--- src/rtl/inst_decode_stage.sv ---
// RV32I decode stage: decodes one instruction into a registered bundle with a one-entry skid buffer.
// Optional macro DECODE_ILLEGAL_EN adds the o_illegal output.
module inst_decode_stage #(
  parameter int unsigned XLEN = 32,
  parameter int unsigned PC_W = 32
) (
  input  logic             i_clk,
  input  logic             i_rst,
  input  logic             i_valid,
  output logic             o_ready,
  input  logic [31:0]      i_inst,
  input  logic [PC_W-1:0]  i_pc,
  input  logic             i_flush,
  output logic             o_valid,
  input  logic             i_ready,
  output logic [PC_W-1:0]  o_pc,
  output logic [4:0]       o_rd,
  output logic [4:0]       o_rs1,
  output logic [4:0]       o_rs2,
  output logic [2:0]       o_funct3,
  output logic             o_funct7_b5,
  output logic [XLEN-1:0]  o_imm,
  output logic             o_reg_write,
  output logic             o_branch,
  output logic             o_jump,
  output logic             o_mem_read,
  output logic             o_mem_write,
  output logic             o_alu_src_imm,
  output logic             o_pc_src
`ifdef DECODE_ILLEGAL_EN
  ,
  output logic             o_illegal
`endif
);

  localparam logic [6:0] OP_R      = 7'b0110011;
  localparam logic [6:0] OP_I      = 7'b0010011;
  localparam logic [6:0] OP_LOAD   = 7'b0000011;
  localparam logic [6:0] OP_JALR   = 7'b1100111;
  localparam logic [6:0] OP_SYS    = 7'b1110011;
  localparam logic [6:0] OP_STORE  = 7'b0100011;
  localparam logic [6:0] OP_BRANCH = 7'b1100011;
  localparam logic [6:0] OP_LUI    = 7'b0110111;
  localparam logic [6:0] OP_AUIPC  = 7'b0010111;
  localparam logic [6:0] OP_JAL    = 7'b1101111;

  typedef struct packed {
    logic [PC_W-1:0] pc;
    logic [4:0]      rd;
    logic [4:0]      rs1;
    logic [4:0]      rs2;
    logic [2:0]      funct3;
    logic            funct7_b5;
    logic [XLEN-1:0] imm;
    logic            reg_write;
    logic            branch;
    logic            jump;
    logic            mem_read;
    logic            mem_write;
    logic            alu_src_imm;
    logic            pc_src;
`ifdef DECODE_ILLEGAL_EN
    logic            illegal;
`endif
  } bundle_t;

  bundle_t     dec;
  logic [31:0] imm32;
  logic        known;
  logic        bad_f7;
  logic        illegal;

  bundle_t out_q, out_d;
  bundle_t skid_q, skid_d;
  logic    out_valid_q, out_valid_d;
  logic    skid_valid_q, skid_valid_d;
  logic    accept;
  logic    load_out;

  // Combinational decode of the incoming word.
  always_comb begin
    dec       = '0;
    imm32     = '0;
    known     = 1'b1;
    bad_f7    = 1'b0;
    dec.pc        = i_pc;
    dec.rd        = i_inst[11:7];
    dec.rs1       = i_inst[19:15];
    dec.rs2       = i_inst[24:20];
    dec.funct3    = i_inst[14:12];
    dec.funct7_b5 = i_inst[30];
    case (i_inst[6:0])
      OP_R: begin
        dec.reg_write = 1'b1;
        bad_f7 = (i_inst[31:25] != 7'b0000000) && (i_inst[31:25] != 7'b0100000);
      end
      OP_I, OP_LOAD, OP_JALR, OP_SYS: begin
        dec.reg_write   = 1'b1;
        dec.alu_src_imm = (i_inst[6:0] != OP_SYS);
        dec.mem_read    = (i_inst[6:0] == OP_LOAD);
        dec.jump        = (i_inst[6:0] == OP_JALR);
        imm32 = {{20{i_inst[31]}}, i_inst[31:20]};
      end
      OP_STORE: begin
        dec.rd          = '0;
        dec.mem_write   = 1'b1;
        dec.alu_src_imm = 1'b1;
        imm32 = {{20{i_inst[31]}}, i_inst[31:25], i_inst[11:7]};
      end
      OP_BRANCH: begin
        dec.rd     = '0;
        dec.branch = 1'b1;
        imm32 = {{19{i_inst[31]}}, i_inst[31], i_inst[7], i_inst[30:25], i_inst[11:8], 1'b0};
      end
      OP_LUI, OP_AUIPC: begin
        dec.reg_write   = 1'b1;
        dec.alu_src_imm = 1'b1;
        dec.pc_src      = (i_inst[6:0] == OP_AUIPC);
        imm32 = {i_inst[31:12], 12'b0};
      end
      OP_JAL: begin
        dec.reg_write = 1'b1;
        dec.jump      = 1'b1;
        dec.pc_src    = 1'b1;
        imm32 = {{11{i_inst[31]}}, i_inst[31], i_inst[19:12], i_inst[20], i_inst[30:21], 1'b0};
      end
      default: known = 1'b0;
    endcase
    illegal = (i_inst[1:0] != 2'b11) | !known | bad_f7;
    // Illegal words become a bubble: no side effects downstream.
    if (illegal) begin
      {dec.reg_write, dec.branch, dec.jump, dec.mem_read,
       dec.mem_write, dec.alu_src_imm, dec.pc_src} = '0;
    end
    dec.imm = XLEN'($signed(imm32));
`ifdef DECODE_ILLEGAL_EN
    dec.illegal = illegal;
`endif
  end

  assign accept   = i_valid & ~skid_valid_q;
  assign load_out = ~out_valid_q | i_ready;

  // Handshake: output register refills from skid first; skid only catches accepts while stalled.
  always_comb begin
    out_d        = out_q;
    skid_d       = skid_q;
    out_valid_d  = out_valid_q;
    skid_valid_d = skid_valid_q;
    if (i_flush) begin
      out_valid_d  = 1'b0;
      skid_valid_d = 1'b0;
    end else if (load_out) begin
      if (skid_valid_q) begin
        out_d        = skid_q;
        out_valid_d  = 1'b1;
        skid_valid_d = 1'b0;
      end else begin
        out_valid_d = accept;
        if (accept) out_d = dec;
      end
    end else if (accept) begin
      skid_d       = dec;
      skid_valid_d = 1'b1;
    end
  end

  always_ff @(posedge i_clk or negedge i_rst) begin
    if (!i_rst) begin
      out_q        <= '0;
      skid_q       <= '0;
      out_valid_q  <= 1'b0;
      skid_valid_q <= 1'b0;
    end else begin
      out_q        <= out_d;
      skid_q       <= skid_d;
      out_valid_q  <= out_valid_d;
      skid_valid_q <= skid_valid_d;
    end
  end

  assign o_ready       = ~skid_valid_q;
  assign o_valid       = out_valid_q;
  assign o_pc          = out_q.pc;
  assign o_rd          = out_q.rd;
  assign o_rs1         = out_q.rs1;
  assign o_rs2         = out_q.rs2;
  assign o_funct3      = out_q.funct3;
  assign o_funct7_b5   = out_q.funct7_b5;
  assign o_imm         = out_q.imm;
  assign o_reg_write   = out_q.reg_write;
  assign o_branch      = out_q.branch;
  assign o_jump        = out_q.jump;
  assign o_mem_read    = out_q.mem_read;
  assign o_mem_write   = out_q.mem_write;
  assign o_alu_src_imm = out_q.alu_src_imm;
  assign o_pc_src      = out_q.pc_src;
`ifdef DECODE_ILLEGAL_EN
  assign o_illegal     = out_q.illegal;
`endif

endmodule

--- config.mk ---
export PLATFORM = sky130hd
export DESIGN_NAME = inst_decode_stage
export DESIGN_NICKNAME = d
export VERILOG_FILES = /design/src/rtl/inst_decode_stage.sv
export SDC_FILE = /design/constraint.sdc
export NUM_CORES = 1
export LEC_CHECK = 0
export CAP_MARGIN = 20
export CORE_AREA = 2 2 135 137
export DETAILED_ROUTE_END_ITERATION = 8
export DIE_AREA = 0 0 137 139
export PLACE_DENSITY_LB_ADDON = 0.1
export SYNTH_ARGS = -nofsm -noshare
export SYNTH_HDL_FRONTEND = slang
export SYNTH_SLANG_ARGS = --single-unit
--- constraint.sdc ---
create_clock -name i_clk -period 1.7 [get_ports i_clk]
set_clock_uncertainty 0.15 [all_clocks]
set_input_delay 0.34 -clock i_clk [delete_from_list [all_inputs] [get_ports i_clk]]
set_output_delay 0.34 -clock i_clk [all_outputs]
set_load 0.02 [all_outputs]
### Word level (Yosys, flattened, before mapping)

Index checks and enable logic that the tools add are counted.

| storage, ports and cells | value |
|---|---|
| output and inout bits | 92 |
| bits in registers | 182 |
| word-level logic and storage cells | 85 |
| input bits | 69 |

| cells by class | value |
|---|---|
| reduce and logical (&&, ||, !) cells | 14 |
| muxes and demuxes | 20 |
| bitwise gates (word level) | 8 |
| equal/unequal tests | 13 |

Operators with widths:

| operator | number |
|---|---|
| 90-bit 2-to-1 mux | 2 |
| 32-bit one-hot mux with 5 select lines | 1 |
| 7-bit == test (second input constant) | 4 |
| 7-bit by 6-bit == test with 1-bit output (second input constant) | 3 |
| 7-bit by 5-bit == test with 1-bit output (second input constant) | 2 |
| 1-bit 2-to-1 mux | 12 |
| 10-bit OR reduction | 1 |
| 8-bit OR reduction | 1 |
| 7-bit by 2-bit == test with 1-bit output (second input constant) | 1 |
| 7-bit 2-to-1 mux | 1 |
| 7-bit by 6-bit != test with 1-bit output (second input constant) | 1 |
| 7-bit != test (second input constant) | 1 |
| 7-bit nonzero test | 1 |
| 1-bit one-hot mux with 2 select lines | 3 |
| 3-bit AND reduction | 2 |
| 5-bit 2-to-1 mux | 1 |
| 1-bit inverter | 4 |
| 2-bit nonzero test | 2 |
| 2-bit OR reduction | 2 |
| 4-bit OR reduction | 1 |
| 1-bit bitwise OR | 3 |
| 3-bit nonzero test | 1 |
| 3-bit OR reduction | 1 |
| 2-bit != test (second input constant) | 1 |
| 3 further kinds | 3 |

### Logic depth before layout (Yosys ltp)

| depth | value |
|---|---|
| depth in word-level cells | 9 |
| depth in mapped cells | 9 |
| depth with buffers taken out | 5 |

### Least setup slack after synthesis

No wires, ideal clock.

| timing | value |
|---|---|
| kind | register -> register |
| from | register out_valid_q, in the netlist o_valid |
| to | register out_q (netlist bit o_reg_write) |
| library setup time | 0.126 ns |
| path buffers | 2 |
| clock period less this slack | 1.872 ns |
| arrival time | 1.596 ns |
| setup slack | -0.172 ns |
| data required time | 1.424 ns |
| cell stages (with the launch flop) | 6 |
| path through | dfrtp_1 -> nor2b_1 -> or3_1 -> buf_2 -> buf_6 -> a221o_1 |

| on the way | value |
|---|---|
| longest elaborated chain between the ends | 3 |

RTL lines:

| what | RTL line | RTL |
|---|---|---|
| start: declaration | 75 | `logic out_valid_q, out_valid_d;` |
| start signal: assignment | 177 | `out_valid_q <= out_valid_d;` |
| 1-bit inverter | 142 | `assign load_out = ~out_valid_q \| i_ready;` |
| 1-bit bitwise OR | 142 |  |
| 3-bit AND reduction (no source line) | -- |  |
| end signal: assignment | 175 | `out_q <= out_d;` |
| end: declaration | 73 | `bundle_t out_q, out_d;` |

No other way between the ends.
A chain may end at the register's enable or synchronous reset.

### Worst setup path in the final report

| timing | value |
|---|---|
| from | register skid_valid_q |
| to | register out_q (netlist bit o_reg_write) |

| on the way | value |
|---|---|
| longest elaborated chain between the ends | 4 |
| elaborated cells on any way between the ends | 5 |
| classes of those cells | 1 x mux; 2 x bitwise; 2 x reduce/logical |

RTL lines:

| what | RTL line | RTL |
|---|---|---|
| start: declaration | 76 | `logic skid_valid_q, skid_valid_d;` |
| start signal: assignment | 178 | `skid_valid_q <= skid_valid_d;` |
| 1-bit inverter | 141 | `assign accept = i_valid & ~skid_valid_q;` |
| 1-bit AND | 141 |  |
| 2-bit nonzero test (no source line) | -- |  |
| 3-bit AND reduction (no source line) | -- |  |

Parallel ways exist; a longest one is shown, timed or not.

==> metrics.log <==
INFO  metric n_antenna_cell = 0
INFO  metric post-synth-top-area-fraction = 56.3%
INFO  metric start_util = 45.8%
INFO  metric count_of_flip_flops_with_a_built_in_enable_after_synthesis = 0
INFO  metric rows = 49
INFO  metric layoutNonFillerInstCount = 1,338
INFO  metric dpl.hpwl = 14.7 mm
INFO  metric violations = setup timing
INFO  metric post_place_instance_area = 0.0103 mm2
INFO  metric final_hold_viol_count = 0
INFO  metric clk_transition_reported_paths = 70 ps
INFO  metric most_used_cells_in_the_layout_excluding_fill_and_tap_cells = 225 x sky130_fd_sc_hd__nand2_1, 180 x sky130_fd_sc_hd__dfrtp_1, 98 x sky130_fd_sc_hd__dlygate4sd2_1
INFO  metric async_reset_ff_share = 100%
INFO  metric buffer_ports.inserted = 160
INFO  metric timing.critical_path.required = 1860 ps
INFO  metric reported_leakage_power = 5.70 nW
INFO  metric floorplan.die.width = 137 um
INFO  metric power.ir.vdd_worst = 0.000723 V
INFO  metric total_power = 12.0 mW
INFO  metric hold_class = primary input to async pin
INFO  metric status = finished, violations left
INFO  metric syn_area_per_cell = 9.42 um2
INFO  metric reg2reg_setup_slack = -170 ps
INFO  metric finalWorstSetupSlack = -167 ps
INFO  metric worst-r2r-cell-count = 7
INFO  metric worst_r2r_startpoint = skid_valid_q
INFO  metric clockBufferDepth = 2
INFO  metric synth_top_family_by_area = simple AND/OR/NAND/NOR gates
INFO  metric post_synth_xor_area_fraction = 0.217%
INFO  metric synth_net_count = 928
INFO  metric critical_path.endpoint_type = flop
INFO  metric final_layout_size_suffix_gt1_share = 25.1%
INFO  metric vias_per_cell = 5.43
INFO  metric min_period = 1870 ps
INFO  metric largest_net_degree_at_the_start_of_global_routing = 57
INFO  metric critPathKind = flop to flop
INFO  metric timing.critical_path.from_type = flop
INFO  metric worst_slew_pin_slew = 425 ps
INFO  metric antenna_found_initial = 0
INFO  metric dp_cells = 1,258
INFO  metric synthToLayoutAreaGrowth = 52.4%
INFO  metric multiplexer_share_of_the_synthesized_area = 6.09%
INFO  metric rr_endpoint = o_reg_write
INFO  metric worst_path_largest_cell_delay = 500 ps
INFO  metric root_buffer = sky130_fd_sc_hd__clkbuf_16
INFO  metric cts_tree = done
INFO  metric synthFlopType = sky130_fd_sc_hd__dfrtp_1
INFO  metric grt_usage = 25.8%
INFO  metric area_of_the_die = 0.0190 mm2
INFO  metric finish.instance_area = 0.0123 mm2
INFO  metric post-route-period-util = 110%
INFO  metric dr.first_iter.drc_count = 381
INFO  metric max-cap-violations = 0
INFO  metric cell_by_cell_trace_of_the_critical_path = buf_12 > nor2_4 > buf_12 > or3_4 > buf_12 > nor2_4 > a221o_1
INFO  metric critPathSlowestCell = sky130_fd_sc_hd__dfrtp_4
INFO  metric post-place-ws = -749 ps
INFO  metric synth_area_leaders = sky130_fd_sc_hd__dfrtp_1 56%, sky130_fd_sc_hd__nand2_1 13%, sky130_fd_sc_hd__o21ai_0 6.1%
INFO  metric netlist-cell-type-count = 54
INFO  metric yosys_warnings = 0
INFO  metric slew_violations = 0
INFO  metric wire_per_inst = 18.7 um
INFO  metric total_number_of_vias = 7,264
INFO  metric die_height = 139 um
INFO  metric synth_compound_area_share = 13.9%
INFO  metric final_antenna_net_count = 0
INFO  metric clk-insertion-delay-late = 430 ps
INFO  metric number_of_global_route_vias_before_repair = 7,204
INFO  metric synth_area_in_adders = 0%
INFO  metric filler_cell_count = 1,364
INFO  metric routabilityCongestion = 0.854
INFO  metric wire_length_of_the_first_global_routing_pass = 38.7 mm
INFO  metric post_synth_instance_area = 0.00809 mm2
INFO  metric timing.critical_path.mode_cell = sky130_fd_sc_hd__buf_12
INFO  metric nets = 1,165
INFO  metric grt_setup_unrepaired = yes
INFO  metric mostFrequentLayoutCell = sky130_fd_sc_hd__nand2_1
INFO  metric final.setup.tns = -13,150 ps
INFO  metric synth_sequential_area_ratio = 56.3%
INFO  metric maxSlewHeadroom = 71.3%
INFO  metric netlist.top_cell.by_area = sky130_fd_sc_hd__dfrtp_1
INFO  metric drc = 0
INFO  metric syn-instance-count = 859
INFO  metric drt_wl_total = 25.0 mm
INFO  metric numCtsBuffers = 17
INFO  metric clock-sinks = 182
INFO  metric post_synth_and_or_nand_nor_area_fraction = 19.2%
INFO  metric sum_of_overflow_across_all_layers_after_global_routing = 0
INFO  metric number_of_detailed_routing_iterations_run_before_antenna_repair = 5
INFO  metric cts-htree-levels = 4
INFO  metric crit_arrival = 2020 ps
INFO  metric clock.fmax = 536 MHz
INFO  metric power_density_of_the_placed_cells = 975 mW/mm2
INFO  metric setup_viol = 166
INFO  metric critPathMaxFanout = 6
INFO  metric floorplan.io_pins = 161
INFO  metric coreArea = 0.0177 mm2
INFO  metric synth.ff_latch_count = 182
[power by group]
| part | switching [mW] | leakage, nW | internal [mW] |
|---|---|---|---|
| logic | 1.49 | 3.15 | 1.26 |
| registers | 0.456 | 2.29 | 5.08 |
| clock network | 1.70 | 0.259 | 2.06 |
| total | 3.64 | 5.70 | 8.39 |
[through the flow]
stage	utilization (%)	hold WS, ps
2_1_floorplan	-	-106
4_1_cts	66.7	199
6_report	69.8	216
5_1_grt	69.8	238
3_3_place_gp	58.4	107
3_5_place_dp	58.4	105
[area by class of cell]
cell class | count | area, um2 | area share [%]
inverters | 3 | 11.3 | 0.0913
clock inverters | 11 | 101 | 0.822
clock buffers | 21 | 450 | 3.65
flip-flops and latches | 182 | 4560 | 37.0
well taps | 229 | 287 | 2.32
multi-input cells | 616 | 3740 | 30.3
repair buffers | 276 | 3190 | 25.8
[synthesized netlist by cell type (3+ instances only)]
master	count
sky130_fd_sc_hd__nand2_1	279
sky130_fd_sc_hd__dfrtp_1	182
sky130_fd_sc_hd__o21ai_0	98
sky130_fd_sc_hd__mux2i_1	47
sky130_fd_sc_hd__nor2_1	44
sky130_fd_sc_hd__a21oi_1	29
sky130_fd_sc_hd__clkbuf_1	27
sky130_fd_sc_hd__a31oi_1	25
sky130_fd_sc_hd__buf_2	23
sky130_fd_sc_hd__a22oi_1	20
sky130_fd_sc_hd__nand3_1	10
sky130_fd_sc_hd__and2_1	6
sky130_fd_sc_hd__or3_1	6
sky130_fd_sc_hd__buf_6	5
sky130_fd_sc_hd__nor3_1	5
sky130_fd_sc_hd__clkbuf_8	4
sky130_fd_sc_hd__o211ai_1	3
[repair_timing]
item,CTS,global route
hold buffers,1,0
buffers inserted,19,6
setup endpoints to repair,267,178
cloned,17,8
resized for setup,286,90
pin swaps,51,24
endpoints found under the hold margin,126,0
[worst max-delay path: cells and delay by family (launching register included)]
kind                   cells  cell delay [ps]
and+or+nand+nor            3              360
AOI/OAI and AO/OA          1              330
buffers and inverters      3              420
DFF                        1              500
[worst max path at each step]
stage / start / to / slack (ps) / cells past startpoint
floorplan: o_valid / o_imm[1] / -90 / 6
global placement: i_inst[2] / o_imm[30] / -670 / 6
detailed placement: i_inst[2] / o_imm[30] / -750 / 6
CTS: skid_valid_q / o_ready / -210 / 3
global route: skid_valid_q / o_imm[21] / -210 / 7
finish: skid_valid_q / o_reg_write / -170 / 7
[routing by layer]
metal	global-route usage (%)	up-vias	part of all wire (%)
li1	-	3403	-
met1	35.6	3575	42
met2	41.1	249	50
met3	5.45	37	6.2
met4	7.76	0	2.4
met5	0	-	0
[kinds of logic after synthesis]
kind of cell              after synthesis
AOI/OAI and AO/OA                     190
DFF                                   182
xor gates and xnor gates                2
muxes                                  49
buffers and inverters                  64
and+or+nand+nor                       372
[sequential cells by signal, indices dropped and copies added, names as in the netlist, 3 cells and up]
name      count
o_rs2         5
o_rd          5
o_rs1         5
o_funct3      3
o_pc         32
o_imm        32
skid_q       90
(Power assumes the default switching activity.)
